[config.mk]
export PLATFORM = sky130hd
export DESIGN_NAME = first_stage_quadrant_sequencer
export DESIGN_NICKNAME = d
export VERILOG_FILES = /design/src/rtl/first_stage_quadrant_sequencer.sv
export SDC_FILE = /design/constraint.sdc
export NUM_CORES = 1
export LEC_CHECK = 0
export ABC_AREA = 0
export CAP_MARGIN = 15
export CORE_AREA = 2 2 58 60
export DETAILED_ROUTE_END_ITERATION = 12
export DIE_AREA = 0 0 60 62
export PLACE_DENSITY = 0.77
export SYNTH_ARGS = -nofsm -noshare
export SYNTH_HDL_FRONTEND = slang
export SYNTH_SLANG_ARGS = --single-unit
[constraint.sdc]
create_clock -name clock -period 2 [get_ports clock]
set_input_delay 0.4 -clock clock [delete_from_list [all_inputs] [get_ports clock]]
set_output_delay 0.4 -clock clock [all_outputs]
set_load 0.05 [all_outputs]
[src/rtl/first_stage_quadrant_sequencer.sv]
// Walks the generator through the selected input quadrants in ascending order:
// clear, run for a fixed beat count, drain, then pulse done for the pass.
module first_stage_quadrant_sequencer #(
   parameter int unsigned BEATS_PER_QUAD = 144,
   parameter int unsigned DRAIN_CYCLES   = 4,
   parameter int unsigned CNT_WIDTH      = 8
) (
   input  logic                 clock,
   input  logic                 clear,
   input  logic                 start,
   input  logic [3:0]           quad_mask,
   input  logic                 abort,
   input  logic                 stall,
   input  logic                 addr_ready,
   output logic                 quad_en,
   output logic                 quad_clear,
   output logic [1:0]           quadrant,
   output logic                 busy,
   output logic                 quadrant_done,
   output logic                 done,
   output logic [CNT_WIDTH-1:0] beat_count
);

   typedef enum logic [2:0] {
      S_IDLE,
      S_CLR,
      S_RUN,
      S_DRAIN,
      S_FIN
   } state_t;

   localparam logic [CNT_WIDTH-1:0] BEAT_LAST  = CNT_WIDTH'(BEATS_PER_QUAD - 1);
   localparam logic [CNT_WIDTH-1:0] DRAIN_LAST = CNT_WIDTH'(DRAIN_CYCLES - 1);

   state_t               state_q, state_d;
   logic [3:0]           mask_q, mask_d;
   logic [1:0]           quadrant_q, quadrant_d;
   logic [CNT_WIDTH-1:0] beat_count_q, beat_count_d;
   logic [CNT_WIDTH-1:0] drain_cnt_q, drain_cnt_d;
   logic                 quad_clear_q, quad_clear_d;
   logic                 busy_q, busy_d;
   logic                 quadrant_done_q, quadrant_done_d;
   logic                 done_q, done_d;

   logic [1:0]           first_quad;
   logic [1:0]           next_quad;
   logic                 has_next;
   logic                 beat;

   // Scan from the top down so the last hit is the lowest qualifying index.
   always_comb begin
      logic [1:0] idx;
      idx        = '0;
      first_quad = '0;
      next_quad  = '0;
      has_next   = 1'b0;
      for (int unsigned i = 0; i < 4; i++) begin
         idx = 2'(3 - i);
         if (quad_mask[idx]) begin
            first_quad = idx;
         end
         if (mask_q[idx] && (idx > quadrant_q)) begin
            next_quad = idx;
            has_next  = 1'b1;
         end
      end
   end

   assign quad_en = (state_q == S_RUN) && !stall;
   assign beat    = quad_en && addr_ready;

   always_comb begin
      state_d         = state_q;
      mask_d          = mask_q;
      quadrant_d      = quadrant_q;
      beat_count_d    = beat_count_q;
      drain_cnt_d     = drain_cnt_q;
      quad_clear_d    = 1'b0;
      quadrant_done_d = 1'b0;
      done_d          = 1'b0;

      case (state_q)
         S_IDLE: begin
            if (start) begin
               mask_d = quad_mask;
               if (quad_mask != 4'b0000) begin
                  quadrant_d   = first_quad;
                  beat_count_d = '0;
                  quad_clear_d = 1'b1;
                  state_d      = S_CLR;
               end else begin
                  done_d  = 1'b1;
                  state_d = S_FIN;
               end
            end
         end
         S_CLR: begin
            state_d = S_RUN;
         end
         S_RUN: begin
            if (beat) begin
               beat_count_d = beat_count_q + CNT_WIDTH'(1);
               if (beat_count_q == BEAT_LAST) begin
                  drain_cnt_d = '0;
                  state_d     = S_DRAIN;
               end
            end
         end
         S_DRAIN: begin
            drain_cnt_d = drain_cnt_q + CNT_WIDTH'(1);
            if (drain_cnt_q == DRAIN_LAST) begin
               quadrant_done_d = 1'b1;
               if (has_next) begin
                  quadrant_d   = next_quad;
                  beat_count_d = '0;
                  quad_clear_d = 1'b1;
                  state_d      = S_CLR;
               end else begin
                  done_d  = 1'b1;
                  state_d = S_FIN;
               end
            end
         end
         S_FIN: begin
            state_d = S_IDLE;
         end
         default: begin
            state_d = S_IDLE;
         end
      endcase

      // Abort overrides every transition above, including a pending quadrant_done.
      if (abort && (state_q == S_CLR || state_q == S_RUN || state_q == S_DRAIN)) begin
         state_d         = S_IDLE;
         quadrant_d      = quadrant_q;
         beat_count_d    = '0;
         drain_cnt_d     = '0;
         quad_clear_d    = 1'b1;
         quadrant_done_d = 1'b0;
         done_d          = 1'b0;
      end

      busy_d = (state_d != S_IDLE);
   end

   always_ff @(posedge clock) begin
      if (clear) begin
         state_q         <= S_IDLE;
         mask_q          <= '0;
         quadrant_q      <= '0;
         beat_count_q    <= '0;
         drain_cnt_q     <= '0;
         quad_clear_q    <= 1'b0;
         busy_q          <= 1'b0;
         quadrant_done_q <= 1'b0;
         done_q          <= 1'b0;
      end else begin
         state_q         <= state_d;
         mask_q          <= mask_d;
         quadrant_q      <= quadrant_d;
         beat_count_q    <= beat_count_d;
         drain_cnt_q     <= drain_cnt_d;
         quad_clear_q    <= quad_clear_d;
         busy_q          <= busy_d;
         quadrant_done_q <= quadrant_done_d;
         done_q          <= done_d;
      end
   end

   assign quad_clear    = quad_clear_q;
   assign quadrant      = quadrant_q;
   assign busy          = busy_q;
   assign quadrant_done = quadrant_done_q;
   assign done          = done_q;
   assign beat_count    = beat_count_q;

endmodule

==> flow_metrics.env <==
export IMPL_row_count=21
export IMPL_firstDrtPassIters=4
export IMPL_drv_slew=0
export IMPL_area_growth_pct=32.0
export IMPL_place_congestion=0.841
export IMPL_finish_utilization=0.662
export IMPL_cp_end_kind="flip-flop"
export IMPL_grt_pass1_wl_microns=6200
export IMPL_worstSetupStartpointType="flip-flop"
export IMPL_core_area_sq_um=3180
export IMPL_synth_edff_count=0
export IMPL_via_per_inst=5.58
export IMPL_cp_arrival_ps=2200
export IMPL_drtAntennaViolNets=0
export IMPL_synth_top_area_share=0.351
export IMPL_tightest_slew_ps=504
export IMPL_final_nets=230
export IMPL_drive_gt1_frac=0.276
export IMPL_critPathKind="flip-flop to flip-flop"
export IMPL_relSlewSlack=0.664
export IMPL_drt_wl_total_microns=3750
export IMPL_cts_htree_levels=1
export IMPL_synthMuxAreaShare=0.0314
export IMPL_grt_use_total=0.221
export IMPL_path_buf_inv=1
export IMPL_synth_most_common_cell="dfxtp_1"
export IMPL_synthAdderAreaFrac=0.0157
export IMPL_p_seq_frac=0.450
export IMPL_worstPathMaxFanout=6
export IMPL_required_ps=2280
export IMPL_die_y_microns=62
export IMPL_power_density_nw_per_um2=640
export IMPL_synth_xor_xnor_area_share=0.0275
export IMPL_synth_seq_area_share=0.351
export IMPL_p_leak_nw=0.856
export IMPL_yosys_area_share_simple=0.341
export IMPL_clockBufferDepth=2
export IMPL_grt_max_degree=17
export IMPL_status="finished, final reports clean"
export IMPL_synth_seq_cells=28
export IMPL_synth_largest_area_cell="dfxtp_1"
export IMPL_synthCells=173
export IMPL_netlist_area_sq_um=1600
export IMPL_clock_sink_count=28
export IMPL_wl_per_cell_microns=14.3
export IMPL_total_power_mw=1.35
export IMPL_clkTransAtPathRegs_ps=160
export IMPL_period_needed_ps=1930
export IMPL_synthTopCellsByArea="dfxtp_1, nor2_1, a21oi_1"
export IMPL_port_buffers=24
export IMPL_path_delay_family="simple AND/OR/NAND/NOR gates"
export IMPL_post_cts_resized=2
export IMPL_cts_buffers=3
export IMPL_holdBufCountCts=0
export IMPL_syn_num_nets=185
export IMPL_ios=25
export IMPL_clk_latency_ps=340
export IMPL_yosys_top_cells_count="dfxtp_1, nor2_1, nand2_1, a21oi_1, nor3_1"
export IMPL_worstPathCellList="ha_2, nor4b_4, a31oi_2, a211o_2, buf_4, nor2b_1, nor3_1"
export IMPL_clkPwrFrac=0.282
export IMPL_fmaxAchievable_ghz=0.519
export IMPL_grt_pass1_vias=1410
export IMPL_combPwrFrac=0.268
export IMPL_synth_compound_area_share=0.194
export IMPL_fin_skew_ps=13.1
export IMPL_power_switching_mw=0.398
export IMPL_p_sw_frac=0.296
export IMPL_dpl_hpwl_microns=2980
export IMPL_hold_ws_ps=498
export IMPL_cts_setup_buffers=0
export IMPL_synthArstFlopShare=0
export IMPL_period_share=0.963
export IMPL_synth_top_family_by_area="simple AND/OR/NAND/NOR gates"
export IMPL_route_detailed_drc=0
export IMPL_hold_class="flip-flop to flip-flop"
export IMPL_first_iter_violations=93
export IMPL_hold_viol_final=0
export IMPL_critPathSlowestCell="dfxtp_4"
export IMPL_root_buffer="clkbuf_4"
export IMPL_die_x_microns=60
export IMPL_fillers=254
export IMPL_antenna_cells=0
export IMPL_synth_flop_cell="dfxtp_1"
export IMPL_slowest_delay_ps=410
export IMPL_synth_cell_types=54
export IMPL_antenna_found_initial=0
export IMPL_die_area_sq_um=3720
export IMPL_overflow=0
export IMPL_synth_warnings=0
export IMPL_max_cap_violations=0
export IMPL_syn_mean_instance_area_sq_um=9.22
export IMPL_intPower_mw=0.949
export IMPL_start_util=0.502
export IMPL_peakVddDrop_uv=439
export IMPL_num_vias=1467
export IMPL_setup_viol=0
export IMPL_cts_tree="done"
## layer usage
metal	global-route usage	vias to the layer above	part of all wire
met4	0.0730	0	0.013
met5	0	-	0
met2	0.429	38	0.54
met1	0.249	691	0.41
li1	-	733	-
met3	0.0248	5	0.035
## cell type report
class                      instances  area (sq um)  share of cell area
clock inverter                     1          30.0              0.0143
clock buffer                       3          22.5              0.0107
inverter                           4          15.0             0.00713
timing repair buffer              46           429               0.204
sequential                        28           566               0.269
tap                               46          57.6              0.0273
multi-input combinational        135           986               0.468
## flip-flops by register name, indices dropped and copies added, names as in the netlist
signal	count
quadrant_done	1
quad_clear	1
drain_cnt_q	8
done	1
busy	1
beat_count	8
state_q	3
mask_q	3
quadrant	2
## power by group through the flow
stage / Clock [mW] / Combinational, mW / Sequential, mW
2_1_floorplan: 0 / 0.187 / 0.655
3_3_place_gp: 0 / 0.350 / 0.618
3_5_place_dp: 0 / 0.360 / 0.621
4_1_cts: 0.384 / 0.361 / 0.608
5_1_grt: 0.411 / 0.388 / 0.610
6_report: 0.381 / 0.361 / 0.607
## worst paths after layout
path,start,endpoint,slack (ps),depth (start not counted)
setup / recovery,drain_cnt_q[0]$_SDFFE_PP0P_,quadrant[0]$_SDFFE_PP0P_,70,7
hold / removal,beat_count[7]$_SDFFE_PP0P_,beat_count[7]$_SDFFE_PP0P_,500,1
setup reg to reg,drain_cnt_q[0]$_SDFFE_PP0P_,quadrant[0]$_SDFFE_PP0P_,70,7
hold reg to reg,beat_count[7]$_SDFFE_PP0P_,beat_count[7]$_SDFFE_PP0P_,500,1
## cells in the final DEF, fill, tap and decap left out, types with 3 or more instances in the layout
cell type,instances
nor2_1,20
nand2_1,13
a31oi_1,3
dfxtp_1,26
nand4_1,4
a311oi_1,5
buf_4,25
nor3_1,6
a21oi_1,11
nand2b_1,3
clkbuf_4,3
clkdlybuf4s50_1,13
nand3_1,6
inv_1,4
dlymetal6s2s_1,5
o21ai_0,3
nor3_2,4
mux2i_1,5
xor2_1,3
nor2b_1,5
## worst reg2reg max path: stages, from the launching register on
cell,delay [ps]
dfxtp_4,410
ha_2,220
nor4b_4,320
a31oi_2,160
a211o_2,310
buf_4,140
nor2b_1,120
nor3_1,190
## per-stage QoR
stage	std cells	setup slack, ps	setup TNS [ps]	area (sq um)
6_report	263	74.7	0	2110
5_1_grt	263	-44.0	-79.8	2110
4_1_cts	263	12.4	0	2080
3_5_place_dp	259	-145	-1220	2030
3_3_place_gp	259	-61.5	-446	2030
2_1_floorplan	173	45.3	0	1600
## cells by family after synthesis
logic type,count (synthesis)
simple gates,84
compound gates,39
flops,28
buf+inv,10
xor+xnor,5
mux,5
fa+ha+maj,2
(Power assumes the default switching activity.)
